$ cat src/rtl/bank_router_pkg.sv
// Shared parameters and packet types for the bank_router switch.
package bank_router_pkg;

    localparam int unsigned NUM_BANKS  = 4;
    localparam int unsigned FIFO_DEPTH = 4;
    localparam int unsigned BANK_IDX_W = $clog2(NUM_BANKS);

    typedef struct packed {
        logic [7:0]            z;
        logic [BANK_IDX_W-1:0] y;
    } addr_t;

    typedef struct packed {
        addr_t       addr;
        logic [15:0] data;
    } pkt_t;

    typedef enum logic {
        ST_IDLE   = 1'b0,
        ST_LOCKED = 1'b1
    } lock_state_e;

endpackage

$ cat src/rtl/bank_router_fifo.sv
// Per-port input FIFO of pkt_t: wrap-bit pointers, registered storage, head always visible.
module router_fifo
    import bank_router_pkg::*;
#(
    parameter int unsigned DEPTH = 4
) (
    input  logic clk_i,
    input  logic rst_ni,
    input  logic push_i,
    input  pkt_t pkt_i,
    input  logic pop_i,
    output pkt_t head_o,
    output logic full_o,
    output logic empty_o
);

    localparam int unsigned PTR_W = $clog2(DEPTH);

    pkt_t             mem_q [DEPTH];
    logic [PTR_W:0]   wr_q;
    logic [PTR_W:0]   rd_q;
    logic             do_push;
    logic             do_pop;

    assign empty_o = (wr_q == rd_q);
    assign full_o  = (wr_q[PTR_W] != rd_q[PTR_W]) &&
                     (wr_q[PTR_W-1:0] == rd_q[PTR_W-1:0]);
    assign head_o  = mem_q[rd_q[PTR_W-1:0]];
    assign do_push = push_i && !full_o;
    assign do_pop  = pop_i && !empty_o;

    always_ff @(posedge clk_i or negedge rst_ni) begin
        if (!rst_ni) begin
            wr_q <= '0;
            rd_q <= '0;
        end else begin
            if (do_push) wr_q <= wr_q + 1'b1;
            if (do_pop)  rd_q <= rd_q + 1'b1;
        end
    end

    // Storage needs no reset: emptiness is tracked by the pointers alone.
    always_ff @(posedge clk_i) begin
        if (do_push) mem_q[wr_q[PTR_W-1:0]] <= pkt_i;
    end

endmodule

$ cat src/rtl/bank_router.sv
// Packet switch between NUM_BANKS banks: per-input FIFOs, per-output round-robin with grant lock.
// Optional delivered-packet counters are built when ROUTER_PKT_COUNT_EN is defined.
module bank_router
    import bank_router_pkg::*;
(
    input  logic                        clk,
    input  logic                        rst,
    input  logic [NUM_BANKS-1:0]        bank_valid_in,
    output logic [NUM_BANKS-1:0]        bank_ready_in,
    input  pkt_t [NUM_BANKS-1:0]        bank_in_pkt,
    output logic [NUM_BANKS-1:0]        bank_valid_out,
    input  logic [NUM_BANKS-1:0]        bank_ready_out,
    output pkt_t [NUM_BANKS-1:0]        bank_out_pkt,
    output logic [NUM_BANKS-1:0][31:0]  pkt_count
);

    logic [NUM_BANKS-1:0]  full;
    logic [NUM_BANKS-1:0]  empty;
    logic [NUM_BANKS-1:0]  push;
    logic [NUM_BANKS-1:0]  pop;
    pkt_t [NUM_BANKS-1:0]  head;

    lock_state_e           state_q    [NUM_BANKS];
    logic [BANK_IDX_W-1:0] rr_ptr_q   [NUM_BANKS];
    logic [BANK_IDX_W-1:0] lock_idx_q [NUM_BANKS];
    logic [BANK_IDX_W-1:0] win_idx    [NUM_BANKS];
    logic [NUM_BANKS-1:0]  win_vld;
    logic [BANK_IDX_W-1:0] cand;

    assign bank_ready_in = ~full;
    assign push          = bank_valid_in & ~full;

    for (genvar i = 0; i < NUM_BANKS; i++) begin : g_fifo
        router_fifo #(.DEPTH(FIFO_DEPTH)) u_fifo (
            .clk_i   (clk),
            .rst_ni  (rst),
            .push_i  (push[i]),
            .pkt_i   (bank_in_pkt[i]),
            .pop_i   (pop[i]),
            .head_o  (head[i]),
            .full_o  (full[i]),
            .empty_o (empty[i])
        );
    end

    always_comb begin
        win_vld = '0;
        cand    = '0;
        for (int unsigned j = 0; j < NUM_BANKS; j++) begin
            win_idx[j] = '0;
            if (state_q[j] == ST_LOCKED) begin
                win_vld[j] = 1'b1;
                win_idx[j] = lock_idx_q[j];
            end else begin
                // Search starts one past the last winner and wraps modulo NUM_BANKS.
                for (int unsigned k = 1; k <= NUM_BANKS; k++) begin
                    cand = BANK_IDX_W'(32'(rr_ptr_q[j]) + k);
                    if (!win_vld[j] && !empty[cand] &&
                        head[cand].addr.y == BANK_IDX_W'(j)) begin
                        win_vld[j] = 1'b1;
                        win_idx[j] = cand;
                    end
                end
            end
        end
    end

    always_comb begin
        pop = '0;
        for (int unsigned j = 0; j < NUM_BANKS; j++) begin
            bank_valid_out[j] = win_vld[j];
            bank_out_pkt[j]   = win_vld[j] ? head[win_idx[j]] : '0;
            if (win_vld[j] && bank_ready_out[j]) pop[win_idx[j]] = 1'b1;
        end
    end

    always_ff @(posedge clk or negedge rst) begin
        if (!rst) begin
            for (int unsigned j = 0; j < NUM_BANKS; j++) begin
                state_q[j]    <= ST_IDLE;
                rr_ptr_q[j]   <= BANK_IDX_W'(NUM_BANKS - 1);
                lock_idx_q[j] <= '0;
            end
        end else begin
            for (int unsigned j = 0; j < NUM_BANKS; j++) begin
                case (state_q[j])
                    ST_IDLE: begin
                        if (win_vld[j]) begin
                            if (bank_ready_out[j]) begin
                                rr_ptr_q[j] <= win_idx[j];
                            end else begin
                                lock_idx_q[j] <= win_idx[j];
                                state_q[j]    <= ST_LOCKED;
                            end
                        end
                    end
                    ST_LOCKED: begin
                        if (bank_ready_out[j]) begin
                            rr_ptr_q[j] <= lock_idx_q[j];
                            state_q[j]  <= ST_IDLE;
                        end
                    end
                    default: state_q[j] <= ST_IDLE;
                endcase
            end
        end
    end

`ifdef ROUTER_PKT_COUNT_EN
    logic [NUM_BANKS-1:0][31:0] cnt_q;

    always_ff @(posedge clk or negedge rst) begin
        if (!rst) begin
            cnt_q <= '0;
        end else begin
            for (int unsigned j = 0; j < NUM_BANKS; j++) begin
                if (win_vld[j] && bank_ready_out[j]) cnt_q[j] <= cnt_q[j] + 32'd1;
            end
        end
    end

    assign pkt_count = cnt_q;
`else
    assign pkt_count = '0;
`endif

endmodule

$ cat config.mk
export PLATFORM = sky130hd
export DESIGN_NAME = bank_router
export DESIGN_NICKNAME = d
export VERILOG_FILES = /design/src/rtl/bank_router_pkg.sv /design/src/rtl/bank_router_fifo.sv /design/src/rtl/bank_router.sv
export SDC_FILE = /design/constraint.sdc
export NUM_CORES = 1
export LEC_CHECK = 0
export ABC_AREA = 1
export ABC_CLOCK_PERIOD_IN_PS = 2850
export CAP_MARGIN = 20
export CORE_UTILIZATION = 30
export DETAILED_ROUTE_END_ITERATION = 10
export GPL_ROUTABILITY_DRIVEN = 0
export SYNTH_ARGS = -nofsm -noshare
export SYNTH_HDL_FRONTEND = slang
export SYNTH_SLANG_ARGS = --single-unit
$ cat constraint.sdc
create_clock -name clk -period 2.85 [get_ports clk]
set_clock_uncertainty 0.2 [all_clocks]
set_input_delay 0.57 -clock clk [delete_from_list [all_inputs] [get_ports clk]]
set_output_delay 0.57 -clock clk [all_outputs]
set_load 0.03 [all_outputs]
**Yosys cells after proc, flatten, opt, wreduce, memory -nomap -nowiden**

Memory sizes are Yosys's and may differ from the RTL's.
Cells that the tools add are included.

- Register bits: 44
- Memory bits (writable): 416
- Output and inout port bits: 240
- Logic and storage cells: 393
- Memories kept: 4

- Add/sub/neg operators: 24
- Magnitude comparators: 24
- Equal/unequal tests: 36
- Muxes and demuxes: 176
- Bitwise operators: 13
- Reduce and logical (&&, ||, !) cells: 96

Memory list:

| memory | depth | width | read ports | clocked after Yosys merged registers in | wr ports | line | source |
|---|---|---|---|---|---|---|---|
| g_fifo[0].u_fifo.mem_q | 4 | 26 | 1 | 0 | 1 | bank_router_fifo.sv:19 | `pkt_t mem_q [DEPTH];` |
| g_fifo[1].u_fifo.mem_q | 4 | 26 | 1 | 0 | 1 | bank_router_fifo.sv:19 |  |
| g_fifo[2].u_fifo.mem_q | 4 | 26 | 1 | 0 | 1 | bank_router_fifo.sv:19 |  |
| g_fifo[3].u_fifo.mem_q | 4 | 26 | 1 | 0 | 1 | bank_router_fifo.sv:19 |  |

Operators by type and width:

| operator | count |
|---|---|
| $bmux W26 S2 | 20 |
| $mux W18 | 16 |
| $mux W26 | 8 |
| $mux W1 | 68 |
| $mux W2 | 32 |
| $lt A2 B3 Y1 const B | 20 |
| $logic_and A1 B1 Y1 | 48 |
| $logic_not A1 Y1 | 36 |
| $bmux W1 S2 | 16 |
| $add A3 B1 Y3 const B | 8 |
| $ne A2 B2 Y1 const B | 12 |
| $reduce_and A3 Y1 | 8 |
| $add A2 B1 Y2 const B | 8 |
| $add A2 B2 Y2 const B | 8 |
| $eq A2 B2 Y1 const B | 8 |
| $mux W4 | 4 |
| $pmux W2 S2 | 4 |
| $eq A3 B3 Y1 | 4 |
| $or A4 B4 Y4 | 3 |
| $demux W1 S2 | 4 |
| $eq A2 B1 Y1 const B | 4 |
| $eq A2 B2 Y1 | 4 |
| $ge A2 B1 Y1 const B | 4 |
| $logic_not A2 Y1 | 4 |
| 5 further kinds | 18 |

**Depth between registers and ports, before layout**

- Depth in word-level cells: 34
- Depth in mapped cells: 24
- Depth with buffers taken out: 23

**Hierarchy**

Synthesis repeated with hierarchy kept, for this count alone.

- Cell total of the unflattened synthesis: 3,066
- Area total of the unflattened synthesis: 25,779.7 µm²

By module, submodules not included:

| module | times used | cells an instance | area an instance (µm²) |
|---|---|---|---|
| router_fifo at g_fifo[0].u_fifo ... | 3 | 311 | 4,316.6 |
| bank_router | 1 | 1,821 | 8,525.7 |
| router_fifo at g_fifo[3].u_fifo | 1 | 312 | 4,304.1 |

**Worst setup path after synthesis**

No wires, ideal clock.

- Path type: reg2out
- From: register g_fifo[0].u_fifo.rd_q[0]
- To: output port bank_out_pkt[16] in the netlist's numbering
- Arrival: 2,964 ps
- Required time: 2,080 ps
- Slack: -884 ps
- Stages on the path, launching flop included: 17
- Path buffers: 4
- Path through: dfrtp_1 buf_4 inv_4 nand2_1 nand3_1 nand2_1 buf_4 o21ai_1 nor2_1 nand3_1 nand2_1 inv_1 nand3_1 buf_2 clkbuf_1 o21ai_1 a211oi_1

RTL lines:

| what | line | source |
|---|---|---|
| start: declaration | bank_router_fifo.sv:21 | `logic [PTR_W:0] rd_q;` |
| start signal: assignment | bank_router_fifo.sv:38 | `if (do_pop) rd_q <= rd_q + 1'b1;` |
| end: declaration | bank_router.sv:13 | `output pkt_t [NUM_BANKS-1:0] bank_out_pkt,` |

==> run_results.csv <==
group,metric,value,unit
routing,dr.pass1.iters,5,
die,die_h,290,um
setup_path,cp-end-kind,"output pin",
routing,drtIter0Drc,1859,
cts,htreeDepth,2,
setup_path,slowest_stage,"dfrtp_2",
placed_design,port_buffers,225,
die,num_rows,105,
setup_path,worstPathCellList,"buf_12 -> nand2_2 -> nand3_4 -> nand2_4 -> buf_6 -> nand2_2 -> nand2_1 -> nand2_1 -> nor2_2 -> nor2_4 -> a21oi_2 -> nand2_2 -> nand3_4 -> nand2_8 -> buf_8 -> nand2_8 -> buf_12 -> o21ai_2 -> buf_4 -> a211oi_4 -> buf_12",
run,drv_cap,0,
global_route,overflow,0,
yosys,yosysSeqAreaShare,0.547,
die,ios,354,
die,initial_core_util,0.303,
timing,timing.final.crit_share,1.55,
yosys,synth-main-ff-cell,"edfxtp_1",
layout,syn_to_final_growth,55.2,%
global_route,grt_pass1_wl,133000,um
layout,ff_latch_area,0.0136,sq mm
die,dieArea,0.0841,sq mm
routing,vias_per_cell,5.04,
timing,drv_slew,0,
yosys,yosys_warnings,0,
yosys,async_flop_share,0.0957,
layout,fin_util,0.471,
global_route,antenna_found_initial,5,
setup_path,cp_top_family,"simple AND/OR/NAND/NOR gates",
setup_path,cp.required,2.08,ns
setup_path,crit_path_start_kind,"flip-flop",
cts,numCtsBuffers,50,
timing,setup_ws,-1.57,ns
yosys,synth_seq_cells,460,
yosys,syn-mean-instance-area,9.66,sq um
layout,fill_cells,7287,
die,die_w,290,um
cts,clkTransAtPathRegs,0.07,ns
global_route,grt_usage,0.211,
routing,wl_per_cell,21.2,um
cts,cts_tree,"yes",
routing,wirelength,92300,um
routing,detail-route-antenna-nets,0,
worst_hold_path,hold_class,"flip-flop to flip-flop",
yosys,synth_edf_count,416,
setup_path,crit_path_max_fanout,6,
layout,final_common_cell,"edfxtp_1",
layout,final_cell_mix,"edfxtp_1, buf_4, nand2_1",
cts,clock_latency,0.61,ns
timing,setup-violations-final,126,
setup_path,critPathMaxStageDelay,0.44,ns
global_route,grt_max_degree,49,
cts,cts_root_buf,"clkbuf_16",
layout,final_nets,3371,
setup_path,worst-setup-path-type,"flip-flop to output pin",
timing,worst_pin_slew,0.732,ns
layout,multi_input_area,0.0129,sq mm
outcome,violations,"negative setup slack",
cts,clock-sinks,460,
placed_design,dp_hpwl,63000,um
setup_path,arrival,3.65,ns
yosys,synth_area,0.0249,sq mm
timing,fmax,226,MHz
setup_path,cp_num_buf_inv,6,
timing,rsz0062_at_grt,"yes",
cts,cts.path.max_buffers,3,
yosys,synth_top_area_cell,"edfxtp_1",
routing,vias,21900,
routing,drc_errors,0,
timing,period_needed,4.42,ns
yosys,synthTopCellsByArea,"edfxtp_1, nand2_1, or2_2",
timing,slew_headroom,0.512,
yosys,netlist_instances,2576,
die,core,0.0821,sq mm
yosys,synth_top_cell_area_share,0.502,
yosys,synth_cell_types,42,
timing,hold_violations,0,
global_route,first_global_vias,20600,
layout,drive_above_1_share,0.463,
outcome,status,"finished, violations left",
-- sequential cells by signal (all words and copies together) (netlist names) --
name / cells
g_fifo.u_fifo.wr_q: 12
rr_ptr_q: 8
g_fifo.u_fifo.rd_q: 12
g_fifo.u_fifo.mem_q: 416
state_q: 4
lock_idx_q: 8
-- cells in the mapped netlist (25+ instances only) --
cell type	number
inv_1	181
nand3_1	108
o22ai_1	52
a21oi_1	35
o21ai_0	109
or2_2	220
nor2_1	280
edfxtp_1	416
clkbuf_1	67
buf_4	153
o221ai_1	25
a32oi_1	72
dfrtp_1	36
nor3_1	75
nand4_1	38
nand2_1	481
-- kinds of logic (layout without fill, tap and decap cells) --
kind of cell / count (synthesis) / after routing / share of synthesized area
xor+xnor: 20 / 20 / 0.0101
flops: 460 / 460 / 0.547
simple gates: 1259 / 1262 / 0.237
other cells: 1 / 129 / 0.000151
fa+ha+maj: 20 / 20 / 0.0101
compound gates: 367 / 367 / 0.102
buf+inv: 449 / 1020 / 0.0940
-- routing by layer --
metal / global-route usage / share of wire
met1: 0.287 / 0.42
met2: 0.318 / 0.44
met3: 0.0475 / 0.086
met4: 0.103 / 0.057
met5: 0 / 0.00057
-- final cells by class --
class                   count  share of cell area
flip-flops and latches    460               0.352
repair buffers            731               0.216
clock buffers              64              0.0361
multi-input cells        1797               0.333
inverters                 197              0.0205
clock inverters            28             0.00738
well taps                1070              0.0347
diodes                      1           0.0000648
-- stage by stage --
step / instance area [sq um] / cells / TNS [ns] / hold WS (ns) / worst slack (ns)
after global placement: 33400 / 4133 / -98.71 / 0.273 / -1.08
final: 38600 / 4348 / -161.69 / 0.309 / -1.57
after global routing: 38600 / 4347 / -183.44 / 0.322 / -1.70
after floorplan: 27300 / 2703 / -29.60 / 0.0744 / -0.372
after CTS: 37600 / 4312 / -155.26 / 0.301 / -1.47
after detailed placement: 33400 / 4133 / -99.19 / 0.284 / -1.07
-- repair_timing --
item,4_1_cts,5_1_grt
hold buffers,1,0
endpoints found under the setup margin,129,142
cloned,13,3
buffers inserted,78,36
pin swaps,147,123
gates resized for setup,388,188
endpoints found under the hold margin,36,0
-- final timing paths --
path	cells past startpoint	from	slack, ns	endpoint
setup / recovery	21	g_fifo[0].u_fifo.rd_q[0]	-1.57	bank_out_pkt[25]
hold / removal	2	lock_idx_q[3]	0.31	lock_idx_q[3]
setup reg to reg	23	g_fifo[0].u_fifo.rd_q[0]	-0.64	g_fifo[2].u_fifo.rd_q[1]
hold reg to reg	2	lock_idx_q[3]	0.31	lock_idx_q[3]
max in group asynchronous	3	rst	1.79	rr_ptr_q[3]
min in group asynchronous	3	rst	0.32	g_fifo[1].u_fifo.wr_q[0]
-- worst min-delay path, cell delays in order (launching register included) --
cell     delay (ns)
dfrtp_1        0.35
nand2_1        0.05
o21ai_0        0.07
Power is not shown: default switching activity piles up to over one toggle a cycle in this logic, so the estimate is an artifact.
